[src/rtl/conditioner_pkg.sv]
// Shared definitions for the input/output conditioner pair: FSM state encoding and
// default hold-window sizing.
package conditioner_pkg;

    typedef logic cond_state_t;

    localparam cond_state_t IDLE = 1'b0;
    localparam cond_state_t HOLD = 1'b1;

    localparam int DEFAULT_HOLDTIME     = 2;
    localparam int DEFAULT_COUNTERWIDTH = 3;

endpackage

[src/rtl/hold_timer.sv]
// Down-counter for the output dwell window: load a start value, count down to zero,
// flag zero. Never decrements below zero.
module hold_timer
    import conditioner_pkg::*;
#(
    parameter int counterwidth = DEFAULT_COUNTERWIDTH
) (
    input  logic                    clk,
    input  logic                    reset,
    input  logic                    load,
    input  logic [counterwidth-1:0] load_value,
    input  logic                    decrement,
    output logic                    zero
);

    logic [counterwidth-1:0] count;

    // NOTE: sequential state is written with non-blocking assignments so every
    // register samples pre-edge values, independent of block ordering.
    always_ff @(posedge clk) begin
        if (reset) begin
            count <= '0;
        end else if (load) begin
            count <= load_value;
        end else if (decrement && (count != '0)) begin
            count <= count - 1'b1;
        end
    end

    assign zero = (count == '0);

endmodule

[src/rtl/output_conditioner.sv]
// Turns 1-clk set/clear request pulses into a glitch-free level with a minimum dwell time,
// deferring requests seen during the dwell in a latest-wins slot. OUTCOND_DROPCOUNT_EN
// adds a saturating count of overwritten deferred requests on droppedcount.
module output_conditioner
    import conditioner_pkg::*;
#(
    parameter int   counterwidth = DEFAULT_COUNTERWIDTH,
    parameter int   holdtime     = DEFAULT_HOLDTIME,
    parameter logic resetlevel   = 1'b0,
    parameter int   dropwidth    = 8
) (
    input  logic clk,
    input  logic reset,
    input  logic setpulse,
    input  logic clearpulse,
    output logic conditioned,
    output logic busy,
    output logic pendingvalid,
    output logic conflict
`ifdef OUTCOND_DROPCOUNT_EN
    ,
    output logic [dropwidth-1:0] droppedcount
`endif
);

    localparam logic [counterwidth-1:0] HOLD_RELOAD = counterwidth'(holdtime - 1);

    cond_state_t state;
    cond_state_t state_next;

    logic req;
    logic reqlevel;
    logic pendinglevel;
    logic timer_zero;

    logic apply;
    logic apply_level;
    logic pend_write;
    logic pend_clear;
    logic drop_event;
    logic eff_valid;
    logic eff_level;

    // Both pulses high cancel each other out; the cancellation is reported via conflict.
    assign req       = setpulse ^ clearpulse;
    assign reqlevel  = setpulse;
    assign eff_valid = req | pendingvalid;
    assign eff_level = req ? reqlevel : pendinglevel;

    hold_timer #(
        .counterwidth (counterwidth)
    ) u_hold_timer (
        .clk        (clk),
        .reset      (reset),
        .load       (apply),
        .load_value (HOLD_RELOAD),
        .decrement  (state == HOLD),
        .zero       (timer_zero)
    );

    always_ff @(posedge clk) begin
        if (reset) begin
            state <= IDLE;
        end else begin
            state <= state_next;
        end
    end

    // NOTE: every signal driven here gets a default first, so no path leaves one
    // unassigned and no latch is inferred.
    always_comb begin
        state_next  = state;
        apply       = 1'b0;
        apply_level = reqlevel;
        pend_write  = 1'b0;
        pend_clear  = 1'b0;
        drop_event  = 1'b0;
        case (state)
            IDLE: begin
                if (req && (reqlevel != conditioned)) begin
                    apply      = 1'b1;
                    state_next = HOLD;
                end
            end
            HOLD: begin
                if (!timer_zero) begin
                    pend_write = req;
                    drop_event = req & pendingvalid;
                end else begin
                    // Expiry cycle: a fresh request takes precedence over the stored one.
                    pend_clear  = 1'b1;
                    drop_event  = req & pendingvalid;
                    apply_level = eff_level;
                    if (eff_valid && (eff_level != conditioned)) begin
                        apply = 1'b1;
                    end else begin
                        state_next = IDLE;
                    end
                end
            end
            default: state_next = IDLE;
        endcase
    end

    always_comb begin
        busy = (state == HOLD);
    end

    always_ff @(posedge clk) begin
        if (reset) begin
            conditioned  <= resetlevel;
            pendingvalid <= 1'b0;
            pendinglevel <= 1'b0;
            conflict     <= 1'b0;
        end else begin
            conflict <= setpulse & clearpulse;
            if (apply) begin
                conditioned <= apply_level;
            end
            if (pend_write) begin
                pendingvalid <= 1'b1;
                pendinglevel <= reqlevel;
            end else if (pend_clear) begin
                pendingvalid <= 1'b0;
            end
        end
    end

`ifdef OUTCOND_DROPCOUNT_EN
    always_ff @(posedge clk) begin
        if (reset) begin
            droppedcount <= '0;
        end else if (drop_event && (droppedcount != '1)) begin
            droppedcount <= droppedcount + 1'b1;
        end
    end
`else
    logic [dropwidth-1:0] drop_unused;
    assign drop_unused = {dropwidth{drop_event}};
`endif

endmodule

[config.mk]
export PLATFORM = sky130hd
export DESIGN_NAME = output_conditioner
export DESIGN_NICKNAME = d
export VERILOG_FILES = /design/src/rtl/conditioner_pkg.sv /design/src/rtl/hold_timer.sv /design/src/rtl/output_conditioner.sv
export SDC_FILE = /design/constraint.sdc
export NUM_CORES = 1
export LEC_CHECK = 0
export CORE_AREA = 10 10 47 49
export DETAILED_ROUTE_END_ITERATION = 12
export DIE_AREA = 0 0 57 59
export MAX_ROUTING_LAYER = met4
export PLACE_DENSITY = 0.57
export SLEW_MARGIN = 20
export SYNTH_ARGS = -nofsm -noshare
export SYNTH_HDL_FRONTEND = slang
export SYNTH_SLANG_ARGS = --single-unit
[constraint.sdc]
create_clock -name clk -period 3.1 [get_ports clk]
set_input_delay 0.93 -clock clk [delete_from_list [all_inputs] [get_ports clk]]
set_output_delay 0.93 -clock clk [all_outputs]
set_load 0.02 [all_outputs]
Yosys cells after proc, flatten, opt, wreduce, memory -nomap -nowiden
Cells that the tools add are included.
W data, S select, Z words.
- output and inout port bits: 4
- logic and storage cells: 39
- register bits: 8
- muxes and demuxes: 17
- add/sub/neg operators: 1
- reductions and logical operators: 8
- equality and inequality tests: 2
- bitwise operators: 4
- operators with widths (cell ; number):
    $mux W1 ; 15
    $pmux W1 S2 ; 2
    $reduce_bool A2 Y1 ; 2
    $logic_and A1 B1 Y1 ; 3
    $logic_not A3 Y1 ; 1
    $reduce_bool A3 Y1 ; 1
    $sub A3 B1 Y3 const B ; 1
    $ne A1 B1 Y1 ; 2
    $reduce_or A2 Y1 ; 1
    $and A1 B1 Y1 ; 1
    $not A1 Y1 ; 1
    $or A1 B1 Y1 ; 1
    $xor A1 B1 Y1 ; 1

Longest topological paths before layout
Gate-level depths: netlist (run 1).
- word-level depth: 8
- gate-level depth with buffers: 6
- depth with buffers taken out: 6

Hierarchy
From an unflattened synthesis (run 1), not the netlist that was laid out.
- cell total of the unflattened synthesis: 63
- area, all modules: 531.8 um2
- by module, submodules not included (module ; times used ; cells an instance ; area an instance (um2)):
    output_conditioner ; 1 ; 42 ; 349.1
    hold_timer ; 1 ; 21 ; 182.7

Least setup slack after synthesis (run 1)
No wires, ideal clock.
- kind: input-to-reg
- start: input setpulse
- end: register u_hold_timer.count[0]
- setup time: 87 ps
- required time: 3013 ps
- stages: 5
- data arrival time: 2074 ps
- setup slack: 939 ps
- path through: ha_1 nor2b_1 a221oi_2 or4_1 o31ai_1
- cells in the longest elaborated chain, start to end: 8
- elaborated cells on any way between the ends: 13
- classes of those cells: eq/ne (2); mux (6); bitwise (2); reduce/logical (3)
- RTL lines (what ; line ; source):
    start, declared ; output_conditioner.sv:14 ; input logic setpulse,
    $xor A1 B1 Y1 ; output_conditioner.sv:45 ; assign req = setpulse ^ clearpulse;
    $mux W1 ; output_conditioner.sv:48 ; assign eff_level = req ? reqlevel : pendinglevel;
    $ne A1 B1 Y1 ; output_conditioner.sv:94 ; if (eff_valid && (eff_level != conditioned)) begin
    $logic_and A1 B1 Y1 ; output_conditioner.sv:94 ;
    $mux W1 ; output_conditioner.sv:94 ;
    $mux W1 ; output_conditioner.sv:86 ; if (!timer_zero) begin
    $pmux W1 S2 (*) ; output_conditioner.sv:78 ; case (state)
    $mux W1 / $reduce_bool A2 Y1 (equally long branches) ; n/a ;
    end signal, assigned ; hold_timer.sv:24 ; count <= load_value;
    end signal, assigned ; hold_timer.sv:26 ; count <= count - 1'b1;
    end, declared ; hold_timer.sv:16 ; logic [counterwidth-1:0] count;
Mark *: on every way between the ends. The rest lies on a longest branch, timed or not.
A chain may end at the register's enable or synchronous reset.

Worst setup path in the final report (run 1)
Same ends and word-level chain as after synthesis.

==> qor.txt, run 1 <==
STATUS
-----------------------------------------------------------------------------------------------
Status                                                                             finished clean

FLOORPLAN
-----------------------------------------------------------------------------------------------
IO Pins                                                                                       8
Starting utilization of the core area                                                    30.63%
Height of the die                                                                         59 um
Horizontal die dimension                                                                  57 um
Total core area                                                                    0.001401 sq mm
DIE AREA                                                                           0.003363 sq mm
Std cell rows                                                                                14

FINISH
-----------------------------------------------------------------------------------------------
Fraction of final layout cells with drive strength greater than 1                        12.96%
Synthesis-to-layout area growth                                                          25.36%
Area of the multi-input gates                                                       254.0 sq um
Post-route standard cell area excluding fillers                                     538.0 sq um
Sequential cell area in the final layout                                            160.2 sq um
Most used cells in the layout excluding fill and tap cells                         8 x sky130_fd_sc_hd__dfxtp_1, 7 x sky130_fd_sc_hd__clkdlybuf4s50_1, 4 x sky130_fd_sc_hd__nand2_1
Leading cell type in the layout, fill and taps excluded                            sky130_fd_sc_hd__dfxtp_1
Number of inserted diodes                                                                     0
Number of nets in the layout                                                                 63
Fillcell total                                                                              160

CLOCK TREE
-----------------------------------------------------------------------------------------------
Worst skew pair latency                                                                 0.25 ns
Quantity of hold-fixing buffers added after cts                                               0
Clock Path Buffers                                                                            2
Depth of the CTS H-tree                                                                       1
Clock input transition at the sequential cells of the worst setup and hold paths        0.05 ns
Clock tree from TritonCTS                                                                 built
Root buffer cell                                                                   sky130_fd_sc_hd__clkbuf_4
TritonCTS Buffers                                                                             3
Number of instances resized during post-cts repair                                            0
Setup Fix Bufs, Post-CTS                                                                      0
Clock Sink Count                                                                              8

CRITICAL PATH
-----------------------------------------------------------------------------------------------
Critical path endpoint                                                             u_hold_timer.count[0]$_SDFFE_PP0P_
Required @ worst endpoint                                                               3.27 ns
Crit path max-delay cell type                                                      sky130_fd_sc_hd__clkdlybuf4s50_1
Worst-path maximum fanout                                                                     8
Worst Reg-to-Reg Cells                                                                        6
Kind of end point of the critical path                                                flip-flop
Kind of critical path                                                              input port to flip-flop
Arrival time of data at the critical path endpoint                                      2.72 ns
Worst reg2reg endpoint                                                             u_hold_timer.count[0]$_SDFFE_PP0P_
Critical path depth in cells                                                                  6
Startpoint of the worst setup timing path                                              setpulse
Count of buffering cells on the critical path with inverters included                         1
Startpoint of the lowest-slack register-to-register path                           u_hold_timer.count[0]$_SDFFE_PP0P_
Max stage delay on crit path                                                            0.50 ns
Worst-path cell chain                                                              clkdlybuf4s50_1 -> ha_1 -> nor2b_1 -> a221oi_2 -> or4_1 -> o31ai_1
Setup slack of the most critical reg-to-reg path                                        1.57 ns
CP top delay family                                                                simple AND/OR/NAND/NOR gates
CP startpoint kind                                                                   input port

STA
-----------------------------------------------------------------------------------------------
Post-route clock period utilization                                                      82.46%
Total count of max-transition violations in the final report                                  0
Max Clock Freq                                                                       0.3912 GHz
Clock skew                                                                          0.002621 ns
Sum Neg Setup Slack                                                                        0 ns
Tightest slew margin relative to the limit                                               75.48%
Setup repair after global routing missed its margin                                          no
Transition time at the pin with the least slew margin                                 0.3667 ns
Hold violation total from the final report                                                    0
Count of endpoints failing setup in the final report                                          0
Final critical path time including I/O delays and setup                                2.556 ns

PLACEMENT
-----------------------------------------------------------------------------------------------
Detailed-placement wirelength estimate                                                 633.3 um
IO Port Bufs                                                                                  7
Weighted congestion at the end of routability-driven global placement                    0.6865
Placed cell area                                                                    515.5 sq um

SYNTHESIS
-----------------------------------------------------------------------------------------------
Count of cell types in the netlist                                                           24
EDFF count, synth                                                                             0
Fraction of the yosys area taken by sequential cells                                     37.32%
Async set-or-reset flop fraction in the synthesized netlist                                  0%
Dominant synthesized flop cell                                                     sky130_fd_sc_hd__dfxtp_1
Average cell area after synthesis                                                   9.537 sq um
Total of flip-flops plus latches after synthesis                                              8
Synthesized Nets                                                                             52
Syn. warnings                                                                                 0
Cell count after synthesis                                                                   45
Synthesized cell area                                                               429.2 sq um

GRT
-----------------------------------------------------------------------------------------------
Antenna violations before repair                                                              0
Number of global-route vias before repair                                                   342
GRT Util Overall                                                                         5.340%
Total gr overflow                                                                             0
Maximum number of pins on one net before global-route repair                                 10
First-pass GRT wire length                                                              1380 um

ROUTE
-----------------------------------------------------------------------------------------------
Number of iterations in the first detailed-routing pass                                       4
Final Routed Wirelength                                                                  817 um
Detail Route Antenna Nets                                                                     0
Vias per Instance                                                                         5.000
Routed length per placed instance                                                      11.67 um
Number of vias in the routed layout                                                         350
Initial DRC count                                                                             6
Post-route DRC                                                                                0

JOB
-----------------------------------------------------------------------------------------------
Max-Cap Viols                                                                                 0

WORST HOLD PATH
-----------------------------------------------------------------------------------------------
Worst hold path stage count                                                                   2
Worst hold path class                                                              flip-flop to flip-flop

PWR
-----------------------------------------------------------------------------------------------
Leakage dissipation                                                                   0.2084 nW
Power per standard cell area                                                       543.8 mW/mm^2
Maximum ir drop on the vdd rail                                                       0.2117 mV
Final total power                                                                      292.6 uW

## cells by family after synthesis
logic type	after synthesis	share of synthesized area, %
and+or+nand+nor	16	19.24
AOI/OAI and AO/OA	10	20.70
DFF	8	37.32
buffers and inverters	4	3.498
adders and majority gates	3	8.747
xor gates and xnor gates	2	5.832
muxes	2	4.665
## how the worst min path moves through the flow
stage	slack [ns]	from	to
6_report	0.47	pendingvalid$_SDFFE_PP0P_	pendingvalid$_SDFFE_PP0P_
5_1_grt	0.50	pendingvalid$_SDFFE_PP0P_	pendingvalid$_SDFFE_PP0P_
4_1_cts	0.47	pendingvalid$_SDFFE_PP0P_	pendingvalid$_SDFFE_PP0P_
3_5_place_dp	0.46	pendingvalid$_SDFFE_PP0P_	pendingvalid$_SDFFE_PP0P_
3_3_place_gp	0.47	pendingvalid$_SDFFE_PP0P_	pendingvalid$_SDFFE_PP0P_
2_1_floorplan	0.48	u_hold_timer.count[0]$_SDFFE_PP0P_	u_hold_timer.count[0]$_SDFFE_PP0P_
## Yosys cell counts, drive strengths merged (2+ instances only)
cell	n	area share (%)
nor3	3	3.5
mux2i	2	4.7
nand2	4	3.5
dfxtp	8	37
ha	3	8.7
nor2b	2	2.9
nor2	2	1.7
xor2	2	5.8
inv	3	2.6
a21oi	3	3.5
## metal layers
metal	vias to the layer above	part of all wire [%]	track usage, %
li1	179	-	-
met1	165	45	4.773
met2	6	49	8.837
met3	0	5.8	2.361
met4	0	0	4.027
met5	-	0	-
## sequential cells by signal (all words and copies together) (netlist names)
register            flops
conflict                1
pendingvalid            1
busy                    1
conditioned             1
pendinglevel            1
u_hold_timer.count      3
## layout make-up
cell class	instances	area share, %
inverters	3	2.093
well taps	16	3.721
repair buffers	7	13.02
clock buffers	3	4.186
multi-input cells	33	47.21
flip-flops and latches	8	29.77
## power breakdown
group	internal [mW]	switching, mW
registers	0.114	0.00973
clock network	0.0444	0.0367
logic	0.0394	0.0487
## metrics by stage
| step | hold WS, ns | util (%) | worst slack [ns] | std cells |
|---|---|---|---|---|
| 6_report | 0.4677 | 38.39 | 0.5438 | 70 |
| 2_1_floorplan | 0.4848 | - | 0.9394 | 45 |
| 5_1_grt | 0.5005 | 38.39 | 0.4538 | 70 |
| 4_1_cts | 0.4692 | 38.39 | 0.5324 | 70 |
| 3_5_place_dp | 0.4614 | 36.79 | 0.2878 | 67 |
| 3_3_place_gp | 0.4652 | 36.79 | 0.2934 | 67 |
## tightest hold or removal path: cells and delay by family (launching register included)
kind | cells | cell delay, ns
DFF | 1 | 0.31
and+or+nand+nor | 1 | 0.05
AOI/OAI and AO/OA | 1 | 0.05
No activity file was read; power rests on OpenSTA's default activity.
==> inputs of run 2 (changes only) <==
Clock period 3.1 ns to 2.7 ns, I/O delays scaled along.
==> run 2 against run 1 <==
  * Design area up 4.2%
  * Sequential power up 15%
  * Combinational power up 22%
  * Core utilization up 1.6 points
  * Clock skew down 0.0014 ns
  * Sequential share of layout area down 1.2 points
  * First-iteration DRC count up 50%
  * Register-to-register slack worse by 0.42 ns
  * Largest power group unchanged
==> qor.txt, run 2 (synthesized netlist as in run 1, its figures left out) <==
STA
-----------------------------------------------------------------------------------------------
Clock skew                                                                          0.001211 ns   -0.001410 ns
Post-route clock period utilization                                                      84.85%
Hold violation total from the final report                                                    0   unchanged
Total count of max-transition violations in the final report                                  0   unchanged
Final critical path time including I/O delays and setup                                2.291 ns
Transition time at the pin with the least slew margin                                 0.3193 ns   -0.04738 ns
Count of endpoints failing setup in the final report                                          0   unchanged
Sum Neg Setup Slack                                                                        0 ns   unchanged
Setup repair after global routing missed its margin                                          no
Max Clock Freq                                                                       0.4365 GHz
Tightest slew margin relative to the limit                                               78.44%   +3.0 points

FINISH
-----------------------------------------------------------------------------------------------
Largest register by flop count                                                     u_hold_timer.count
Number of nets in the layout                                                                 66   +4.8%
Post-route standard cell area excluding fillers                                     560.5 sq um   +4.2%
Synthesis-to-layout area growth                                                          30.61%
Max reg flops                                                                                 3   unchanged
Leading cell type in the layout, fill and taps excluded                            sky130_fd_sc_hd__dfxtp_1
Most used cells in the layout excluding fill and tap cells                         8 x sky130_fd_sc_hd__dfxtp_1, 7 x sky130_fd_sc_hd__clkdlybuf4s50_1, 4 x sky130_fd_sc_hd__nand2_1
Number of inserted diodes                                                                     0   unchanged
Final cell count without fillers                                                             73   +4.3%
Fraction of final layout cells with drive strength greater than 1                        17.54%   +4.6 points

ROUTE
-----------------------------------------------------------------------------------------------
Final Routed Wirelength                                                                  903 um   +11%
Number of iterations in the first detailed-routing pass                                       6   +2
Initial DRC count                                                                             9   +3
Vias per Instance                                                                         4.877   -2.5%
Routed length per placed instance                                                      12.37 um   +6.0%
Number of vias in the routed layout                                                         356   +1.7%
Post-route DRC                                                                                0   unchanged
Detail Route Antenna Nets                                                                     0   unchanged

GRT
-----------------------------------------------------------------------------------------------
Number of global-route vias before repair                                                   369   +7.9%
GRT Util Overall                                                                         6.358%   +1.0 points
First-pass GRT wire length                                                              1552 um   +12%
Total gr overflow                                                                             0   unchanged
Antenna violations before repair                                                              0   unchanged
Maximum number of pins on one net before global-route repair                                  9   -1

PLACEMENT
-----------------------------------------------------------------------------------------------
Placed cell area                                                                    538.0 sq um   +4.4%
Weighted congestion at the end of routability-driven global placement                    0.7410   +7.9%
Number of instances in the placed design                                                     70   +4.5%
IO Port Bufs                                                                                  7   unchanged
Detailed-placement wirelength estimate                                                   666 um   +5.2%

CRITICAL PATH
-----------------------------------------------------------------------------------------------
Required @ worst endpoint                                                               2.86 ns   -0.41 ns
Startpoint of the worst setup timing path                                              setpulse
Kind of critical path                                                              input port to flip-flop
Setup slack of the most critical reg-to-reg path                                        1.15 ns   -0.42 ns
Worst Reg-to-Reg Cells                                                                        6   unchanged
Startpoint of the lowest-slack register-to-register path                           u_hold_timer.count[0]$_SDFFE_PP0P_
Arrival time of data at the critical path endpoint                                      2.45 ns   -0.27 ns
Kind of end point of the critical path                                                flip-flop
Worst-path maximum fanout                                                                     5   -3
CP startpoint kind                                                                   input port

PWR
-----------------------------------------------------------------------------------------------
Part of the power in the clock network                                                    27.4%   -0.3 points
Internal power summed over all cells                                                   230.5 uW   +17%
Final total power                                                                      343.8 uW   +17%
Maximum ir drop on the vdd rail                                                       0.2806 mV   +33%
Power per standard cell area                                                       613.3 mW/mm^2   +13%
Switching power summed over all nets                                                   113.2 uW   +19%
Switching share of power                                                                 32.94%   +0.43 points
Combinational power share                                                                 31.2%   +1.1 points
Power share of the sequential group                                                       41.4%   -0.8 points
Leakage dissipation                                                                   0.2228 nW   +6.9%

CLOCK TREE
-----------------------------------------------------------------------------------------------
Number of instances resized during post-cts repair                                            0   unchanged
Quantity of hold-fixing buffers added after cts                                               0   unchanged
Depth of the CTS H-tree                                                                       1   unchanged
Clock input transition at the sequential cells of the worst setup and hold paths        0.05 ns   about the same
Clock Sink Count                                                                              8   unchanged
Worst skew pair latency                                                                 0.26 ns   about the same
TritonCTS Buffers                                                                             3   unchanged
Root buffer cell                                                                   sky130_fd_sc_hd__clkbuf_4
Setup Fix Bufs, Post-CTS                                                                      0   unchanged
Clock tree from TritonCTS                                                                 built
Clock Path Buffers                                                                            2   unchanged

FLOORPLAN
-----------------------------------------------------------------------------------------------
Height of the die                                                                         59 um   unchanged
DIE AREA                                                                           0.003363 sq mm   unchanged
Starting utilization of the core area                                                    30.63%   unchanged
Total core area                                                                    0.001401 sq mm   unchanged
Horizontal die dimension                                                                  57 um   unchanged
Std cell rows                                                                                14   unchanged
IO Pins                                                                                       8   unchanged

JOB
-----------------------------------------------------------------------------------------------
Max-Cap Viols                                                                                 0   unchanged

WORST HOLD PATH
-----------------------------------------------------------------------------------------------
Worst hold path class                                                              flip-flop to flip-flop
Worst hold start                                                                   pendingvalid$_SDFFE_PP0P_
Worst hold path stage count                                                                   2   unchanged

STATUS
-----------------------------------------------------------------------------------------------
Status                                                                             finished clean

## run 2: area by class of cell
cell class	instances	area (sq um)
Timing Repair Buffer	10	92.59
Fill cell	162	840.8
Inverter	3	11.26
Tap cell	16	20.02
Clock buffer	3	22.52
Sequential cell	8	160.2
Multi-Input combinational cell	33	254.0
## run 2: routing by layer
metal  GRT usage (%)  share of wire [%]  vias up
met5               -                  0        -
met4           6.711                2.8        0
met3           3.004                5.2        4
met2           9.457                 49        8
met1           5.714                 43      159
li1                -                  -      185
## run 2: stage by stage
stage / utilization (%) / hold slack, ns / setup WS, ns
finish: 40.00 / 0.4812 / 0.4090
global route: 40.00 / 0.4896 / 0.3019
CTS: 40.00 / 0.4854 / 0.3863
detailed placement: 38.39 / 0.4738 / 0.1602
global placement: 38.39 / 0.4650 / 0.1505
floorplan: - / 0.4848 / 0.6594
## run 2: final timing paths
path / endpoint
hold reg to reg: pendingvalid$_SDFFE_PP0P_
setup / recovery: u_hold_timer.count[1]$_SDFFE_PP0P_
setup reg to reg: u_hold_timer.count[0]$_SDFFE_PP0P_
hold / removal: pendingvalid$_SDFFE_PP0P_
## run 2: worst max-delay path: stages
cell                              delay [ns]
sky130_fd_sc_hd__clkdlybuf4s50_1        0.42
sky130_fd_sc_hd__ha_1                   0.37
sky130_fd_sc_hd__buf_4                  0.17
sky130_fd_sc_hd__a22oi_1                0.20
sky130_fd_sc_hd__o22ai_2                0.15
sky130_fd_sc_hd__a2111oi_2              0.33
## run 2: power groups by stage
stage               combinational [mW]  sequential (mW)  clock (mW)
global route                     0.121            0.144       0.106
finish                           0.107            0.142      0.0941
global placement                 0.107            0.145           0
floorplan                       0.0671            0.149           0
CTS                              0.109            0.143      0.0954
detailed placement               0.107            0.145           0
